**src/rtl/c64_bus_pkg.sv**
```systemverilog
// Shared CIA register map: offsets, control-register bit positions, default base.
// Latency: n/a (constants and a pure helper function only).
// Backpressure: n/a.
package c64_bus_pkg;

  localparam logic [15:0] CIA_BASE_DEFAULT = 16'hDC00;

  // Register offsets within the 16-byte window (ab[3:0]).
  localparam logic [3:0] OFF_TA_LO = 4'h4;
  localparam logic [3:0] OFF_TA_HI = 4'h5;
  localparam logic [3:0] OFF_TB_LO = 4'h6;
  localparam logic [3:0] OFF_TB_HI = 4'h7;
  localparam logic [3:0] OFF_ICR   = 4'hD;
  localparam logic [3:0] OFF_CRA   = 4'hE;
  localparam logic [3:0] OFF_CRB   = 4'hF;

  // Control register bit positions.
  localparam int CR_START    = 0;
  localparam int CR_ONESHOT  = 3;
  localparam int CR_FORCE    = 4;
  localparam int CRB_SRC_LSB = 5;

  // CRB source encoding that chains Timer B onto Timer A underflows.
  localparam logic [1:0] SRC_TA_UF = 2'b10;

  // Interrupt flag / mask bit positions.
  localparam int FLAG_A = 0;
  localparam int FLAG_B = 1;

  // FORCE LOAD is a strobe, so it is never stored in the control register.
  function automatic logic [7:0] cr_store(input logic [7:0] v);
    logic [7:0] r;
    r = v;
    r[CR_FORCE] = 1'b0;
    return r;
  endfunction

endpackage

```
**src/rtl/cia_timer_counter.sv**
```systemverilog
// One CIA interval timer: 16-bit latch, 16-bit down-counter, control register.
// Latency: register writes take effect at the write edge; underflow is combinational.
// Backpressure: none; bus writes and count events are always accepted.
module cia_timer_counter
  import c64_bus_pkg::*;
(
  input  logic        clk,
  input  logic        reset,
  input  logic        cnt_evt,
  input  logic        lo_we,
  input  logic        hi_we,
  input  logic        cr_we,
  input  logic [7:0]  wdata,
  output logic [15:0] count,
  output logic [7:0]  cr,
  output logic        underflow
);

  logic [15:0] latch_q, latch_d;
  logic [15:0] count_q, count_d;
  logic [7:0]  cr_q, cr_d;

  // Underflow is the count event that finds the counter already at zero.
  assign underflow = cr_q[CR_START] & cnt_evt & (count_q == 16'h0000);
  assign count     = count_q;
  assign cr        = cr_q;

  // Next-state: latch writes, control writes, counting, reload and load strobes.
  always_comb begin
    latch_d = latch_q;
    if (lo_we) latch_d[7:0]  = wdata;
    if (hi_we) latch_d[15:8] = wdata;

    cr_d = cr_q;
    if (cr_we) cr_d = cr_store(wdata);
    if (underflow && cr_q[CR_ONESHOT]) cr_d[CR_START] = 1'b0;

    // Reloads use latch_d so a latch write on the reload edge is honoured.
    count_d = count_q;
    if (cr_q[CR_START] && cnt_evt) count_d = underflow ? latch_d : count_q - 16'd1;
    if (hi_we && !cr_q[CR_START])  count_d = latch_d;
    if (cr_we && wdata[CR_FORCE])  count_d = latch_d;
  end

  // State registers; reset parks the timer stopped with all-ones latch/counter.
  always_ff @(posedge clk or posedge reset) begin
    if (reset) begin
      latch_q <= 16'hFFFF;
      count_q <= 16'hFFFF;
      cr_q    <= 8'h00;
    end else begin
      latch_q <= latch_d;
      count_q <= count_d;
      cr_q    <= cr_d;
    end
  end

endmodule

```
**src/rtl/c64_cia_timer.sv**
```systemverilog
// CIA timer pair with interrupt control on a 16-byte CPU register window.
// Latency: reads combinational same cycle; writes at the edge; irq registered.
// Backpressure: none; every CPU bus cycle completes in one clock.
module c64_cia_timer
  import c64_bus_pkg::*;
#(
  parameter logic [15:0] BASE = CIA_BASE_DEFAULT
) (
  input  logic        clk,
  input  logic        reset,
  input  logic [15:0] ab,
  input  logic [7:0]  wdata,
  input  logic        we,
  output logic [7:0]  rdata,
  output logic        sel,
  output logic        irq
);

  logic [3:0]  off;
  logic        wr;
  logic        icr_rd;
  logic        ta_uf, tb_uf, tb_evt;
  logic [15:0] ta_cnt, tb_cnt;
  logic [7:0]  cra, crb;
  logic [1:0]  flags_q, flags_d;
  logic [1:0]  mask_q, mask_d;
  logic        irq_q, irq_d;

  assign off    = ab[3:0];
  assign sel    = (ab[15:4] == BASE[15:4]);
  assign wr     = sel & we;
  assign icr_rd = sel & ~we & (off == OFF_ICR);
  assign irq    = irq_q;

  // Timer B either counts every clock or only on Timer A underflow edges.
  assign tb_evt = (crb[CRB_SRC_LSB+1:CRB_SRC_LSB] == SRC_TA_UF) ? ta_uf : 1'b1;

  cia_timer_counter u_timer_a (
    .clk       (clk),
    .reset     (reset),
    .cnt_evt   (1'b1),
    .lo_we     (wr && off == OFF_TA_LO),
    .hi_we     (wr && off == OFF_TA_HI),
    .cr_we     (wr && off == OFF_CRA),
    .wdata     (wdata),
    .count     (ta_cnt),
    .cr        (cra),
    .underflow (ta_uf)
  );

  cia_timer_counter u_timer_b (
    .clk       (clk),
    .reset     (reset),
    .cnt_evt   (tb_evt),
    .lo_we     (wr && off == OFF_TB_LO),
    .hi_we     (wr && off == OFF_TB_HI),
    .cr_we     (wr && off == OFF_CRB),
    .wdata     (wdata),
    .count     (tb_cnt),
    .cr        (crb),
    .underflow (tb_uf)
  );

  // Flags clear on ICR read but an underflow on the same edge wins; irq follows next state.
  always_comb begin
    flags_d = flags_q;
    if (icr_rd) flags_d = 2'b00;
    if (ta_uf)  flags_d[FLAG_A] = 1'b1;
    if (tb_uf)  flags_d[FLAG_B] = 1'b1;

    mask_d = mask_q;
    if (wr && off == OFF_ICR) begin
      if (wdata[7]) mask_d = mask_q | wdata[1:0];
      else          mask_d = mask_q & ~wdata[1:0];
    end

    irq_d = |(flags_d & mask_d);
  end

  // Interrupt state registers.
  always_ff @(posedge clk or posedge reset) begin
    if (reset) begin
      flags_q <= 2'b00;
      mask_q  <= 2'b00;
      irq_q   <= 1'b0;
    end else begin
      flags_q <= flags_d;
      mask_q  <= mask_d;
      irq_q   <= irq_d;
    end
  end

  // Read mux: live counters, control readback, ICR status; zero when not selected.
  always_comb begin
    rdata = 8'h00;
    if (sel) begin
      case (off)
        OFF_TA_LO: rdata = ta_cnt[7:0];
        OFF_TA_HI: rdata = ta_cnt[15:8];
        OFF_TB_LO: rdata = tb_cnt[7:0];
        OFF_TB_HI: rdata = tb_cnt[15:8];
        OFF_ICR:   rdata = {irq_q, 5'b00000, flags_q[FLAG_B], flags_q[FLAG_A]};
        OFF_CRA:   rdata = cra;
        OFF_CRB:   rdata = crb;
        default:   rdata = 8'h00;
      endcase
    end
  end

endmodule
```
**config.mk**
```make
export PLATFORM = sky130hd
export DESIGN_NAME = c64_cia_timer
export DESIGN_NICKNAME = d
export VERILOG_FILES = /design/src/rtl/c64_bus_pkg.sv /design/src/rtl/cia_timer_counter.sv /design/src/rtl/c64_cia_timer.sv
export SDC_FILE = /design/constraint.sdc
export NUM_CORES = 1
export LEC_CHECK = 0
export BUFFER_PORTS_ARGS = -buffer_cell sky130_fd_sc_hd__buf_2
export CAP_MARGIN = 0
export CORE_MARGIN = 2
export CORE_UTILIZATION = 50
export DETAILED_ROUTE_END_ITERATION = 6
export GPL_TIMING_DRIVEN = 0
export HOLD_SLACK_MARGIN = 0.08
export PLACE_DENSITY_LB_ADDON = 0.25
export SLEW_MARGIN = 20
export SYNTH_ARGS = -nofsm -noshare
export SYNTH_HDL_FRONTEND = slang
export SYNTH_HIERARCHICAL = 1
export SYNTH_SLANG_ARGS = --single-unit
```
**constraint.sdc**
```tcl
create_clock -name clk -period 2.6 [get_ports clk]
set_input_delay 0.26 -clock clk [delete_from_list [all_inputs] [get_ports clk]]
set_output_delay 0.26 -clock clk [all_outputs]
set_load 0.03 [all_outputs]
```
Word level (Yosys, flattened, before mapping)
Index checks and enable logic that the tools add are counted.
Word-level totals
  bits in registers: 83
  latch bits: 0
  RAM bits: 0
  ROM bits: 0
  input bits: 27
  memories kept: 0
Cells by class
  add/subtract/negate cells: 2
  multipliers: 0
  div/mod/pow operators: 0
  $lt $le $gt $ge: 0
  equal/unequal tests: 9
  shift operators: 0
  multiplexer cells: 24
  bitwise logic cells: 11
  reductions and logical operators: 23
Operators with widths (number)
  16-bit two-way mux: 8
  8-bit one-hot mux with 7 select lines: 1
  8-bit two-way mux: 5
  16-bit logical NOT: 2
  16-bit by 1-bit subtractor with 16-bit output (second input constant): 2
  4-bit by 3-bit equality test with 1-bit output (second input constant): 4
  1-bit logical AND: 14
  12-bit equality test (second input constant): 1
  4-bit equality test (second input constant): 3
  1-bit two-way mux: 7
  1-bit AND: 6
  2-bit two-way mux: 3
  3-bit nonzero test: 2
  2-bit AND: 2
  2-bit nonzero test: 2
  2-bit equality test (second input constant): 1
  1-bit logical NOT: 2
  2-bit NOT: 1
  2-bit bitwise OR: 1
  2-bit OR reduction: 1
  1-bit NOT: 1

Depth between registers and ports, before layout
  depth after elaboration: 9
  mapped depth: 14

Modules after synthesis
Netlist, hierarchy kept.
Modules (own cells, without submodules)
  cia_timer_counter: instances 2, cells each 176, area an instance 2015.7 µm², seq. area each 1016.0 µm²
  c64_cia_timer: instances 1, cells each 110, area an instance 820.8 µm², seq. area each 125.1 µm²

Worst setup path before layout
OpenSTA, ideal clock, no wires.
  path kind: input -> register
  from: input port ab[7]
  to: register u_timer_b.count_q[10] (netlist: u_timer_b/count[10])
  library setup time: 86 ps
  data arrival time: 2523 ps
  data required time: 2514 ps
  path slack: -9 ps
  cell stages on the path: 11
  path through: or4_4 > nor2_1 > nand3_1 > nor3_1 > clkbuf_1 > nand2b_1 > and2_1 > clkbuf_1 > clkbuf_1 > a32oi_1 > o31ai_1
On the way
  cells in the longest elaborated chain, start to end: 8
  elaborated cells on any way between the ends: 12
  those cells by class: eq/ne (1); mux (5); bitwise (1); reduce/logical (5)
RTL lines
  from (decl): line c64_cia_timer.sv:11  | input logic [15:0] ab,
  12-bit equality test (*): line c64_cia_timer.sv:30  | assign sel = (ab[15:4] == BASE[15:4]);
  1-bit AND (*): line c64_cia_timer.sv:31  | assign wr = sel & we;
  1-bit logical AND: line c64_cia_timer.sv:56  | .hi_we (wr && off == OFF_TB_HI),
  8-bit two-way mux: line cia_timer_counter.sv:32  | if (hi_we) latch_d[15:8] = wdata;
  16-bit two-way mux (2 in series): line cia_timer_counter.sv:40  | if (cr_q[CR_START] && cnt_evt) count_d = underflow ? latch_d : count_q - 16'd1;
  16-bit two-way mux: line cia_timer_counter.sv:41  | if (hi_we && !cr_q[CR_START]) count_d = latch_d;
  16-bit two-way mux: line cia_timer_counter.sv:42  | if (cr_we && wdata[CR_FORCE]) count_d = latch_d;
  to (signal assigned): line cia_timer_counter.sv:53  | count_q <= count_d;
  to (decl): line cia_timer_counter.sv:20  | logic [15:0] count_q, count_d;
Mark *: on every way between the ends. The rest lies on a longest branch, timed or not. The select of a mux whose other input is x is not followed.
A chain may end at the register's enable or synchronous reset.

Worst setup path after layout
  from: register u_timer_a.count_q[3] (netlist: u_timer_a/count[3])
  to: register u_timer_b.count_q[0] (netlist: u_timer_b/count[0])
On the way
  cells in the longest elaborated chain, start to end: 9
  elaborated cells on any way between the ends: 11
  those cells by class: mux (5); bitwise (3); reduce/logical (3)
RTL lines
  from (decl): line cia_timer_counter.sv:20
  from (signal assigned): line cia_timer_counter.sv:53
  16-bit logical NOT (*): line cia_timer_counter.sv:24  | assign underflow = cr_q[CR_START] & cnt_evt & (count_q == 16'h0000);
  1-bit AND (*): line cia_timer_counter.sv:24
  named net ta_uf: line c64_cia_timer.sv:22  | logic ta_uf, tb_uf, tb_evt;
  1-bit two-way mux (*): line c64_cia_timer.sv:36  | assign tb_evt = (crb[CRB_SRC_LSB+1:CRB_SRC_LSB] == SRC_TA_UF) ? ta_uf : 1'b1;
  named net tb_evt: line c64_cia_timer.sv:22
  1-bit AND (2 in series): line cia_timer_counter.sv:24
  16-bit two-way mux (2 in series): line cia_timer_counter.sv:40
  16-bit two-way mux: line cia_timer_counter.sv:41
  16-bit two-way mux: line cia_timer_counter.sv:42
The timed path passes the listed nets; every way through them passes the cells marked *. The select of a mux whose other input is x is not followed.

==> out/metrics.yaml <==
setup_path:
  rrSetupSlack_ns: 0.13
  max_stage_delay_ns: 0.57
  start_kind: "register"
  critPathSlowestCell: "or4_4"
  crit_start: "u_timer_a/count[3]"
  reg2reg_to: "u_timer_b/count[0]"
  cp_cell_sequence: "or4_4 > nor3_4 > nand2_2 > inv_4 > nor2_4 > nand2_4 > nand3_4 > or3_4 > o21ai_4 > a21oi_1 > a21oi_1"
  crit_type: "reg -> reg"
  r2r-start: "u_timer_a/count[3]"
  critPathMostFrequentCell: "a21oi_1"
  cp.arrival_ns: 2.75
  worst-path-max-fanout: 6
  required_ns: 2.88
  cp-end-kind: "register"
  r2r_cells: 11
power:
  leakagePower_nw: 2.28
  max-vdd-ir-drop_v: 0.000274
  power.density_nw_per_um2: 417
  finalPower_w: 0.00232
sta:
  slew_headroom_pct: 47.1
  fin_crit_sh_pct: 94.9
  period_minus_slack_ns: 2.47
  worstMarginPinSlew_ns: 0.793
  slew_viol_final: 0
  final-hold-violation-count: 0
  max_freq_ghz: 0.405
  setup_viol: 0
  clock_skew_ns: 0.0128
floorplan:
  dieArea_um2: 10500
  num_rows: 35
  boundaryPins: 37
  start_util_pct: 52.0
  coreArea_um2: 9330
  die_w_um: 103
  die_h_um: 103
finish:
  fin_area_um2: 5570
  nFillCells: 805
  regArea_um2: 2160
  diodes: 0
  nets: 549
  drive_gt1_share_pct: 42.5
  areaGrowthSynthToFinish_pct: 14.8
  multi_input_area_um2: 2590
detailed_routing:
  wl_um: 13100
  ant_nets: 0
  drc: 0
  vias: 4043
  wl_per_cell_um: 20.0
  viasPerCell: 6.18
  dr.pass1.iters: 5
  initialDrtViolationCount: 325
cts:
  cts_sinks: 83
  cts_tree: "done"
  clk_path_buf_depth: 2
  htreeDepth: 3
  path_clk_slew_ns: 0.08
  root_buffer: "clkbuf_8"
  clock_latency_ns: 0.35
  cts_buffers: 9
logic_synthesis:
  synthCells: 462
  synthDistinctLibCells: 63
  yosysWarningCount: 6
  synth_top_cell_area_share_pct: 34.7
  synth_common_cells: "dfstp_2, mux2_2, nand2_1"
  dominantRegCellSynth: "dfstp_2"
  synth-seq-cells: 83
  synth_edf_count: 0
  synth_seq_area_share_pct: 44.5
  yosysMostFrequentCell: "dfstp_2"
  synth.largest_area_cell: "dfstp_2"
  async_flop_share_pct: 100
  netlist_area_um2: 4850
  yosys-top-cells-area: "dfstp_2, mux2_2, dfrtp_1"
  syn_avg_cell_area_um2: 10.5
place:
  place_congestion: 0.946
  io_buffer_count: 34
  place_area_um2: 5220
  hpwlAfterDp_um: 9480
global_route:
  grt_pass1_vias: 4124
  grt_pass1_wl_um: 21200
  antenna_found_initial: 0
  grt_max_degree: 40
  gr-usage-all-layers_pct: 26.6
  gr-total-overflow: 0
job:
  drv_cap: 0
min_path:
  hold_class: "in -> reg"
  hold_start: "wdata[2]"
  whs_endpoint: "u_timer_b/cr[2]"
  holdPathStages: 2
outcome:
  status: "completed"
==> final cells by class <==
class / count / share of cell area, %
sequential: 83 / 38.7
clock buffer: 12 / 2.43
inverter: 14 / 1.03
tap: 129 / 2.90
clock inverter: 4 / 0.921
multi-input combinational: 343 / 46.5
buffer: 21 / 2.13
timing repair buffer: 48 / 5.34
==> stage by stage <==
stage	setup WS [ns]	utilization [%]	hold WS (ns)	std cells	setup TNS (ns)
final	0.133	59.7	0.260	654	0
after global routing	-0.00969	59.7	0.250	654	-0.00969
after CTS	-0.00759	59.2	0.243	653	-0.00759
after detailed placement	-0.683	56.0	0.203	628	-16.91
after global placement	-0.634	55.7	0.175	627	-15.26
after floorplan	0.00234	-	0.0385	464	0
==> cells in the final DEF, fill, tap and decap left out, types with 3 or more instances in the layout <==
master	count
a22o_1	3
clkbuf_8	9
a2bb2oi_1	10
o21ai_1	8
clkbuf_1	10
a21oi_1	24
o211ai_1	6
o22ai_1	7
nand3_1	10
a31oi_1	4
o311ai_0	4
mux2_2	47
a32oi_1	6
buf_2	36
dfstp_2	64
o21ai_0	6
clkbuf_4	3
nor4_1	6
xor2_1	6
a211oi_1	3
nand2_1	34
nand4_1	7
buf_4	16
nor3_1	17
conb_1	5
nand4b_1	3
clkbuf_2	3
dfrtp_1	19
mux2i_1	17
nor2b_1	5
nand2b_1	5
inv_1	10
or3_1	4
and3_1	3
or3_4	4
nor2_1	28
a22oi_1	3
o32ai_1	5
==> repair_timing <==
action,in CTS,in global routing
hold buffers,1,0
buffers inserted,9,3
setup endpoints to repair,33,29
pin swaps,9,7
hold endpoints to repair,11,0
resized for setup,18,19
==> how the worst max path moves through the flow <==
| stage | end | slack [ns] | cells after the start |
|---|---|---|---|
| 2_1_floorplan | u_timer_a/count[10] | 0.002 | 11 |
| 3_3_place_gp | u_timer_a/count[10] | -0.63 | 12 |
| 3_5_place_dp | u_timer_a/count[5] | -0.68 | 12 |
| 4_1_cts | u_timer_b/count[0] | -0.008 | 12 |
| 5_1_grt | u_timer_b/count[5] | -0.01 | 11 |
| 6_report | u_timer_b/count[0] | 0.13 | 11 |
==> flip-flops by register name, indices dropped and copies added (netlist names) <==
name               flops
u_timer_a/count       16
u_timer_a/latch_q     16
u_timer_b/count       16
u_timer_b/latch_q     16
u_timer_a/cr           7
u_timer_b/cr           7
flags_q                2
mask_q                 2
irq                    1
==> power breakdown <==
| part | switching [W] | total, W | leakage, nW | internal [W] |
|---|---|---|---|---|
| combinational | 0.0000843 | 0.000125 | 1.27 | 0.0000405 |
| sequential | 0.00000169 | 0.00130 | 0.927 | 0.00130 |
| clock | 0.000452 | 0.000897 | 0.0906 | 0.000445 |
| total | 0.000538 | 0.00232 | 2.28 | 0.00178 |
==> cells by family after synthesis <==
family	after synthesis	synth area share [%]
fa+ha+maj	2	0.516
compound gates	104	15.5
flops	83	44.5
simple gates	157	18.9
mux	67	15.5
xor+xnor	8	1.44
buf+inv	38	3.43
other cells	3	0.232
==> critical path: cells and delay by family, from the launching register on <==
kind	cells	cell delay (ns)
AND/OR/NAND/NOR	7	1.44
buffers and inverters	1	0.10
AO/OA/AOI/OAI	3	0.49
flip-flops	1	0.38
==> metal layers <==
layer | GRT usage (%) | wire, um | vias to the layer above
met5 | 0 | 0 | -
met4 | 10.9 | 325 | 0
met3 | 4.34 | 711 | 33
met2 | 45.2 | 6580 | 144
met1 | 34.0 | 5450 | 2020
li1 | - | - | 1846
(Power assumes the default switching activity.)
